<file path="src/rtl/vga_pkg.sv">
// Shared VGA constants, the pixel colour type and the sprite palette.
package vga_pkg;

  localparam int H_ACTIVE_DEF = 640;
  localparam int V_ACTIVE_DEF = 480;

  // Pixel colour, packed {b,g,r}, 4 bits each.
  typedef logic [11:0] rgb_t;

  // Colour of sprite i; index 0 is also the highest-priority sprite.
  localparam rgb_t BALL_PALETTE [8] = '{
    12'hF00, 12'h0F0, 12'h00F, 12'hFF0,
    12'hF0F, 12'h0FF, 12'hFFF, 12'h888
  };

endpackage

</file>
<file path="src/rtl/sprite_mover.sv">
// One sprite's position/direction state and its per-frame reflection step.
// Each axis moves by speed, clamps to [0, L] and turns around on a wall hit.
module sprite_mover
  import vga_pkg::*;
#(
  parameter int COORD_W   = 10,
  parameter int BALL_SIZE = 4,
  parameter int H_ACTIVE  = H_ACTIVE_DEF,
  parameter int V_ACTIVE  = V_ACTIVE_DEF,
  parameter int INIT_X    = 32,
  parameter int INIT_Y    = 32,
  parameter bit INIT_DX   = 1'b0,
  parameter bit INIT_DY   = 1'b0
) (
  input  logic               clk,
  input  logic               reset,
  input  logic               step,
  input  logic [2:0]         speed,
  output logic [COORD_W-1:0] pos_x,
  output logic [COORD_W-1:0] pos_y,
  output logic               flip
);

  // One extra bit so that pos - speed below zero is representable.
  typedef logic signed [COORD_W:0] scoord_t;

  typedef struct packed {
    logic               hit;
    logic               dir;
    logic [COORD_W-1:0] pos;
  } axis_t;

  localparam scoord_t LIM_X = scoord_t'(H_ACTIVE - BALL_SIZE);
  localparam scoord_t LIM_Y = scoord_t'(V_ACTIVE - BALL_SIZE);

  // dir = 1 means moving towards zero.
  function automatic axis_t move_axis(input logic [COORD_W-1:0] pos,
                                      input logic dir,
                                      input logic [2:0] spd,
                                      input scoord_t lim);
    scoord_t cur, dlt, nxt;
    axis_t   r;
    cur = scoord_t'({1'b0, pos});
    dlt = scoord_t'({{(COORD_W-2){1'b0}}, spd});
    nxt = dir ? cur - dlt : cur + dlt;
    r.hit = 1'b0;
    r.dir = dir;
    r.pos = nxt[COORD_W-1:0];
    if (nxt < 0) begin
      r.hit = 1'b1;
      r.dir = 1'b0;
      r.pos = '0;
    end else if (nxt > lim) begin
      r.hit = 1'b1;
      r.dir = 1'b1;
      r.pos = lim[COORD_W-1:0];
    end
    return r;
  endfunction

  logic  dir_x, dir_y;
  axis_t ax, ay;

  // Candidate next state for both axes, used only when step is high.
  always_comb begin
    ax = move_axis(pos_x, dir_x, speed, LIM_X);
    ay = move_axis(pos_y, dir_y, speed, LIM_Y);
  end

  assign flip = step & (ax.hit | ay.hit);

  // Sprite state: load the start position on reset, advance once per step.
  always_ff @(posedge clk) begin
    if (reset) begin
      pos_x <= COORD_W'(INIT_X);
      pos_y <= COORD_W'(INIT_Y);
      dir_x <= INIT_DX;
      dir_y <= INIT_DY;
    end else if (step) begin
      pos_x <= ax.pos;
      pos_y <= ay.pos;
      dir_x <= ax.dir;
      dir_y <= ay.dir;
    end
  end

endmodule

</file>
<file path="src/rtl/bounce_sprite_engine.sv">
// Multi-ball bouncing sprite renderer fed by vga_sync coordinates.
// Sprites advance on the vsync rising edge (during blanking, so no tearing);
// the pixel colour is registered with one clock of latency.
// Build option: define BOUNCE_GRID_EN for a green dot grid background.
module bounce_sprite_engine
  import vga_pkg::*;
#(
  parameter int N_BALLS   = 4,
  parameter int BALL_SIZE = 4,
  parameter int H_ACTIVE  = H_ACTIVE_DEF,
  parameter int V_ACTIVE  = V_ACTIVE_DEF,
  parameter int COORD_W   = 10
) (
  input  logic               clk,
  input  logic               reset,
  input  logic               video_on,
  input  logic               vsync,
  input  logic [COORD_W-1:0] x,
  input  logic [COORD_W-1:0] y,
  input  logic [2:0]         speed,
  input  logic               pause,
  output logic               bounce,
  output logic [11:0]        rgb
);

  logic                             vsync_q;
  logic                             frame_tick;
  logic                             step;
  logic [N_BALLS-1:0][COORD_W-1:0]  pos_x, pos_y;
  logic [N_BALLS-1:0]               flip;
  logic [N_BALLS-1:0]               hit;
  logic [N_BALLS:0][11:0]           chain;
  rgb_t                             bg;

  // vsync delay for rising-edge detection in the clk domain.
  always_ff @(posedge clk) begin
    if (reset) vsync_q <= 1'b0;
    else       vsync_q <= vsync;
  end

  assign frame_tick = vsync & ~vsync_q;
  assign step       = frame_tick & ~pause;

`ifdef BOUNCE_GRID_EN
  assign bg = (x[2:0] == 3'd0 && y[2:0] == 3'd0) ? rgb_t'(12'h0F0) : rgb_t'(12'h000);
`else
  assign bg = '0;
`endif

  // Priority chain: sprite 0 is evaluated last, so it wins any overlap.
  assign chain[N_BALLS] = bg;

  for (genvar g = 0; g < N_BALLS; g++) begin : g_ball
    logic [COORD_W-1:0] dx, dy;

    sprite_mover #(
      .COORD_W  (COORD_W),
      .BALL_SIZE(BALL_SIZE),
      .H_ACTIVE (H_ACTIVE),
      .V_ACTIVE (V_ACTIVE),
      .INIT_X   (32 + 48 * g),
      .INIT_Y   (32 + 32 * g),
      .INIT_DX  (1'(g % 2)),
      .INIT_DY  (1'((g / 2) % 2))
    ) u_mover (
      .clk  (clk),
      .reset(reset),
      .step (step),
      .speed(speed),
      .pos_x(pos_x[g]),
      .pos_y(pos_y[g]),
      .flip (flip[g])
    );

    // Wrapping subtract: pixels left of / above the sprite become large.
    assign dx       = x - pos_x[g];
    assign dy       = y - pos_y[g];
    assign hit[g]   = (dx < COORD_W'(BALL_SIZE)) && (dy < COORD_W'(BALL_SIZE));
    assign chain[g] = hit[g] ? BALL_PALETTE[g] : chain[g+1];
  end

  // Reflection pulse, one cycle after the frame tick that caused it.
  always_ff @(posedge clk) begin
    if (reset) bounce <= 1'b0;
    else       bounce <= |flip;
  end

  // Output colour register; blanked outside the visible area.
  always_ff @(posedge clk) begin
    if (reset)         rgb <= '0;
    else if (video_on) rgb <= chain[0];
    else               rgb <= '0;
  end

endmodule

</file>
<file path="config.mk">
export PLATFORM = sky130hd
export DESIGN_NAME = bounce_sprite_engine
export DESIGN_NICKNAME = d
export VERILOG_FILES = /design/src/rtl/vga_pkg.sv /design/src/rtl/sprite_mover.sv /design/src/rtl/bounce_sprite_engine.sv
export SDC_FILE = /design/constraint.sdc
export NUM_CORES = 1
export LEC_CHECK = 0
export BUFFER_PORTS_ARGS = -buffer_cell sky130_fd_sc_hd__buf_2
export CAP_MARGIN = 10
export CORE_UTILIZATION = 40
export CTS_BUF_LIST = sky130_fd_sc_hd__clkbuf_2
export DETAILED_ROUTE_END_ITERATION = 8
export SYNTH_ARGS = -nofsm -noshare
export SYNTH_HDL_FRONTEND = slang
export SYNTH_SLANG_ARGS = --single-unit
</file>
<file path="constraint.sdc">
create_clock -name clk -period 3.86 [get_ports clk]
set_input_delay 0.386 -clock clk [delete_from_list [all_inputs] [get_ports clk]]
set_output_delay 0.386 -clock clk [all_outputs]
set_load 0.01 [all_outputs]
</file>
==> flow_metrics.tcl, run 1 <==
set metrics [dict create \
    status "finished, final reports clean" \
    final_nets 1582 \
    grt_pass1_vias 9309 \
    clkLatencyLatePin_ps 670 \
    cts_max_path_buffers 2 \
    synth_area_sq_mm 0.01032 \
    clock-root-buffer "clkbuf_2" \
    gp_congestion 0.9059 \
    yosys_warnings 0 \
    routedWlPerCell_um 17.22 \
    area_growth_pct 9.161 \
    hp-class "in2reg" \
    final_common_cell "ha_1" \
    hpwl_um 23340 \
    finalMaxSlewViolations 0 \
    ff2ff_setup_slack_ps 460 \
    synthFlopType "dfxtp_1" \
    p_leak_nw 4.767 \
    synth.area.top_cells "dfxtp_1 18%, ha_1 18%, a21oi_1 5.2%" \
    ant_nets 0 \
    pwr_density_cell_mw_per_mm2 505.3 \
    htreeDepth 3 \
    whs_path_depth 3 \
    skew_ps 84.04 \
    fillCellCount 2618 \
    timing.fmax_mhz 285.6 \
    grt_setup_unrepaired "false" \
    track_usage_pct 23.02 \
    grt_pass1_wl_um 47970 \
    dr.pass1.iters 5 \
    synth_fp_nets 1519 \
    synth-edff-count 0 \
    post-cts-setup-buffers 0 \
    cts_buffers 9 \
    critPathKind "in2reg" \
    cts_sinks 93 \
    tightest_slew_ps 1095 \
    place_inst 1717 \
    worst_setup_path_start_kind "primary input" \
    synth_area_leader_cell "dfxtp_1" \
    synthArstFlopShare_pct 0 \
    die_y_um 162.7 \
    core_sq_mm 0.02525 \
    grt_remaining_overflow 0 \
    ios 41 \
    start_util_pct 40.88 \
    final_cell_mix "146 x ha_1, 111 x inv_1, 107 x nand2_1, 107 x a21oi_1, 93 x dfxtp_1" \
    totalWireLength_um 29880 \
    rr_worst_depth 12 \
    num_vias 10000 \
    post-route-util_pct 44.63 \
    tritoncts "yes" \
    setup_tns_ps 0 \
    path_clk_slew_ps 340 \
    grt_max_degree 80 \
    first_iter_violations 673 \
    port_buffers 40 \
    ys_seq_area_share_pct 18.03 \
    ir_drop_v 0.0003277 \
    period_share_pct 90.72 \
    cp_max_fo 6 \
    antenna_found_initial 2 \
    ys_types 82 \
    end_kind "flip-flop" \
    synth-seq-cells 93 \
    ctsHoldBuffers 2 \
    required_ps 4390 \
    syn_inst 1337 \
    ctsResizeCount 0 \
    drv_cap 0 \
    postSynthAreaPerCell_sq_um 7.722 \
    drc_errors 0 \
    die_x_um 162.7 \
    dieArea_sq_mm 0.02646 \
    stdcell_count 1735 \
    synth_top_area_share_pct 18.03 \
    slew_headroom_pct 26.44 \
    setup_viol 0 \
    rows 58 \
    via_per_inst 5.765 \
    worstPathArrival_ps 4030 \
    fin_crit_ps 3502 \
    drive_above_1_share_pct 10.68 \
    final_hold_viol_count 0 \
]
## through the flow
stage	total power, mW	setup slack [ps]	instance area, sq um	hold WS, ps
CTS	5.698	381.6	11270	211.8
finish	5.695	358.2	11270	259.5
global placement	5.144	-216.2	11160	461.1
floorplan	3.980	166.3	10320	445.3
detailed placement	5.182	-294.2	11160	465.2
global route	6.213	217.7	11270	230.0
## routing by layer
metal	wire (um)	vias to the layer above	track usage (%)
li1	-	5042	-
met1	14380	4685	31.17
met2	13660	241	38.89
met3	1302	32	2.979
met4	529	2	4.758
met5	11	-	0
## cell families (layout without fill, tap and decap cells)
family	Yosys count	count (layout)	share of synthesized area, %
AOI/OAI and AO/OA	404	404	26.72
buffers and inverters	157	224	6.071
muxes	20	20	2.048
and+or+nand+nor	430	430	21.18
DFF	93	93	18.03
adders and majority gates	154	154	19.24
xor gates and xnor gates	79	79	6.701
other	0	1	0
## final timing paths
check,startpoint,end
worst max-delay path,speed[2],bounce$_SDFF_PP0_
worst min-delay path,reset,g_ball[3].u_mover.dir_y$_SDFFE_PP1P_
worst max register to register,g_ball[3].u_mover.dir_x$_SDFFE_PP1P_,g_ball[3].u_mover.pos_x[0]$_SDFFE_PP0P_
worst min register to register,g_ball[2].u_mover.pos_y[1]$_SDFFE_PP0P_,g_ball[2].u_mover.pos_y[1]$_SDFFE_PP0P_
## flip-flops by register name, summed over array words and instances, names as in the netlist
signal	count
vsync_q	1
g_ball.u_mover.dir_y	4
g_ball.u_mover.pos_x	40
g_ball.u_mover.pos_y	40
g_ball.u_mover.dir_x	4
bounce	1
rgb	3
## synthesized netlist by cell type (all sizes together) (29+ instances only)
| cell type | instances |
|---|---|
| nor2 | 90 |
| inv | 111 |
| dfxtp | 93 |
| clkbuf | 36 |
| nand2 | 108 |
| o211ai | 30 |
| nor3 | 42 |
| xor2 | 29 |
| ha | 146 |
| o21ai | 63 |
| xnor2 | 50 |
| a21oi | 107 |
## area by class of cell
type | instances | area [sq um] | share of cell area (%)
Multi-Input combinational cell | 1087 | 7845 | 69.60
Sequential cell | 93 | 1862 | 16.52
Timing Repair Buffer | 98 | 640.6 | 5.684
Inverter | 111 | 416.7 | 3.697
Tap cell | 330 | 412.9 | 3.663
Clock inverter | 6 | 46.29 | 0.4107
Clock buffer | 9 | 45.04 | 0.3996
Antenna cell | 1 | 2.502 | 0.02220
## critical path: stages
cell      delay, ps
buf_2           130
nor3_1          890
or2_2           310
ha_1            280
or2_1           260
o311a_1         140
o31ai_2         270
a211oi_1        140
o21ai_1         220
a21oi_1         120
a311o_1         380
nor3_1          340
a311oi_1        150
## where the power goes
group | internal [mW] | switching [mW]
Combinational | 1.76 | 2.23
Clock | 0.0869 | 0.398
Sequential | 1.09 | 0.123
Note: power is estimated with default switching activity, not from simulation.
==> run 2: changes to the inputs <==
--- a/config.mk
+++ b/config.mk
@@ -7,9 +7,12 @@
 export LEC_CHECK = 0
 export BUFFER_PORTS_ARGS = -buffer_cell sky130_fd_sc_hd__buf_2
 export CAP_MARGIN = 10
-export CORE_UTILIZATION = 40
+export CELL_PAD_IN_SITES_DETAIL_PLACEMENT = 2
+export CELL_PAD_IN_SITES_GLOBAL_PLACEMENT = 2
+export CORE_UTILIZATION = 35
 export CTS_BUF_LIST = sky130_fd_sc_hd__clkbuf_2
 export DETAILED_ROUTE_END_ITERATION = 8
+export PLACE_DENSITY_LB_ADDON = 0.1
 export SYNTH_ARGS = -nofsm -noshare
 export SYNTH_HDL_FRONTEND = slang
 export SYNTH_SLANG_ARGS = --single-unit
==> constraint.sdc (replaced) <==
create_clock -name clk -period 3.86 [get_ports clk]
set_input_delay 0.193 -clock clk [delete_from_list [all_inputs] [get_ports clk]]
set_output_delay 0.193 -clock clk [all_outputs]
set_load 0.01 [all_outputs]
==> run 2 against run 1 <==
Against the previous run: flip-flop and latch count stayed put; power is 3.9% higher; core utilization is 5.4 points lower; count of clock-buffer cells in the layout is 1 higher; final cell count is 3.1% higher; critical path type is now reg2reg.
==> flow_metrics.tcl, run 2 (same netlist as run 1, synthesis figures left out) <==
set metrics [dict create \
    slew_headroom_pct 30.94 \
    cp_max_fo 5 \
    clkLatencyLatePin_ps 690 \
    drv_cap 0 \
    rr_worst_depth 12 \
    area_growth_pct 9.610 \
    whs_path_depth 3 \
    worst_setup_path_start_kind "flip-flop" \
    skew_ps 52.85 \
    hold_slack_ps 159.7 \
    setup_viol 0 \
    final_cell_mix "146 x ha_1, 111 x inv_1, 107 x nand2_1, 107 x a21oi_1, 93 x dfxtp_1" \
    multi_input_area_sq_mm 0.007845 \
    grt_max_degree 88 \
    routedWlPerCell_um 20.73 \
    die_y_um 173.8 \
    grt_pass1_wl_um 60130 \
    ant_nets 0 \
    seqCellArea_sq_mm 0.001862 \
    timing.fmax_mhz 283.0 \
    cts_max_path_buffers 2 \
    hpwl_um 29720 \
    cts_buffers 9 \
    antenna_found_initial 3 \
    gp_congestion 0.8737 \
    status "finished, final reports clean" \
    fillCellCount 3429 \
    dieArea_sq_mm 0.03019 \
    critPathKind "reg2reg" \
    clock-root-buffer "clkbuf_2" \
    p_total_mw 5.916 \
    tritoncts "yes" \
    r2r-end "bounce$_SDFF_PP0_" \
    final_nets 1579 \
    hp-class "in2reg" \
    grt_remaining_overflow 0 \
    rr_startpoint "g_ball[3].u_mover.dir_y$_SDFFE_PP1P_" \
    num_vias 10280 \
    p_leak_nw 4.748 \
    biggestRegsByFlops "g_ball.u_mover.pos_x: 40 flops, g_ball.u_mover.pos_y: 40 flops" \
    hp-start "reset" \
    via_per_inst 5.749 \
    totalWireLength_um 37070 \
    post-cts-setup-buffers 0 \
    ir_drop_v 0.0003165 \
    finalMaxSlewViolations 0 \
    core_sq_mm 0.02886 \
    grt_pass1_vias 11220 \
    cts_sinks 93 \
    first_iter_violations 395 \
    final_hold_viol_count 0 \
    die_x_um 173.8 \
    end_kind "flip-flop" \
    track_usage_pct 25.09 \
    grt_setup_unrepaired "false" \
    dr.pass1.iters 5 \
    fin_crit_ps 3534 \
    pwr_density_cell_mw_per_mm2 522.7 \
    drc_errors 0 \
    tightest_slew_ps 1036 \
    period_share_pct 91.54 \
    drive_above_1_share_pct 10.49 \
    start_util_pct 35.78 \
    port_buffers 40 \
    worstPathArrival_ps 4120 \
    path_clk_slew_ps 320 \
    hold_path_end "g_ball[3].u_mover.dir_y$_SDFFE_PP1P_" \
    ff2ff_setup_slack_ps 330 \
    ios 41 \
    required_ps 4450 \
    rows 62 \
    htreeDepth 3 \
    final_common_cell "ha_1" \
]
[run 2: critical path: stages, from the launching register on]
cell and delay [ps]:
dfxtp_1 510, mux2_2 390, inv_1 70, ha_1 210
nor2b_1 130, o21a_1 190, o31a_1 280, or3_1 360
a32oi_1 190, and4b_1 280, nor3b_2 350, and4b_1 360
a311oi_1 130
[run 2: final cells by class]
type | count | share of cell area [%]
tap | 384 | 4.245
multi-input combinational | 1087 | 69.32
timing repair buffer | 95 | 5.462
inverter | 111 | 3.682
antenna | 2 | 0.04422
clock inverter | 6 | 0.3538
clock buffer | 10 | 0.4422
sequential | 93 | 16.45
[run 2: stage by stage]
| step | setup TNS, ps | cell area [sq um] | std cells | setup slack [ps] | utilization (%) |
|---|---|---|---|---|---|
| 6_report | 0 | 11320 | 1788 | 326.5 | 39.22 |
| 5_1_grt | 0 | 11310 | 1787 | 113.6 | 39.21 |
| 4_1_cts | 0 | 11310 | 1786 | 341.7 | 39.20 |
| 3_5_place_dp | -347.6 | 11200 | 1768 | -177.7 | 38.82 |
| 3_3_place_gp | -88.98 | 11200 | 1768 | -88.98 | 38.82 |
| 2_1_floorplan | 0 | 10320 | 1337 | 359.3 | - |
[run 2: what timing repair did]
action                                  in CTS  in global routing
resized for setup                            0                  0
endpoints found under the hold margin        4                  0
endpoints found under the setup margin       0                  0
hold buffers                                 2                  0
[run 2: worst max-delay path by stage]
stage                                               from  cells past startpoint  slack [ps]                                      end
global route        g_ball[3].u_mover.dir_x$_SDFFE_PP1P_                     12         110                        bounce$_SDFF_PP0_
global placement                                speed[0]                     15         -90                        bounce$_SDFF_PP0_
CTS                 g_ball[3].u_mover.dir_y$_SDFFE_PP1P_                     12         340                        bounce$_SDFF_PP0_
finish              g_ball[3].u_mover.dir_y$_SDFFE_PP1P_                     12         330                        bounce$_SDFF_PP0_
floorplan                                       speed[1]                     15         360  g_ball[0].u_mover.pos_y[0]$_SDFFE_PP0P_
detailed placement                              speed[0]                     15        -180                        bounce$_SDFF_PP0_
[run 2: where the power goes]
part	total (mW)	switching (mW)	internal (mW)
Combinational	4.20	2.43	1.78
Sequential	1.23	0.139	1.09
Clock	0.481	0.397	0.0842
[run 2: per-layer routing]
layer	up-vias	wire length, um	share of wire (%)	global-route usage, %
met2	140	17770	48	44.70
met5	-	0	0	0
met4	0	700	1.9	6.396
met1	5079	17550	47	31.35
met3	39	1052	2.8	3.706
li1	5021	-	-	-
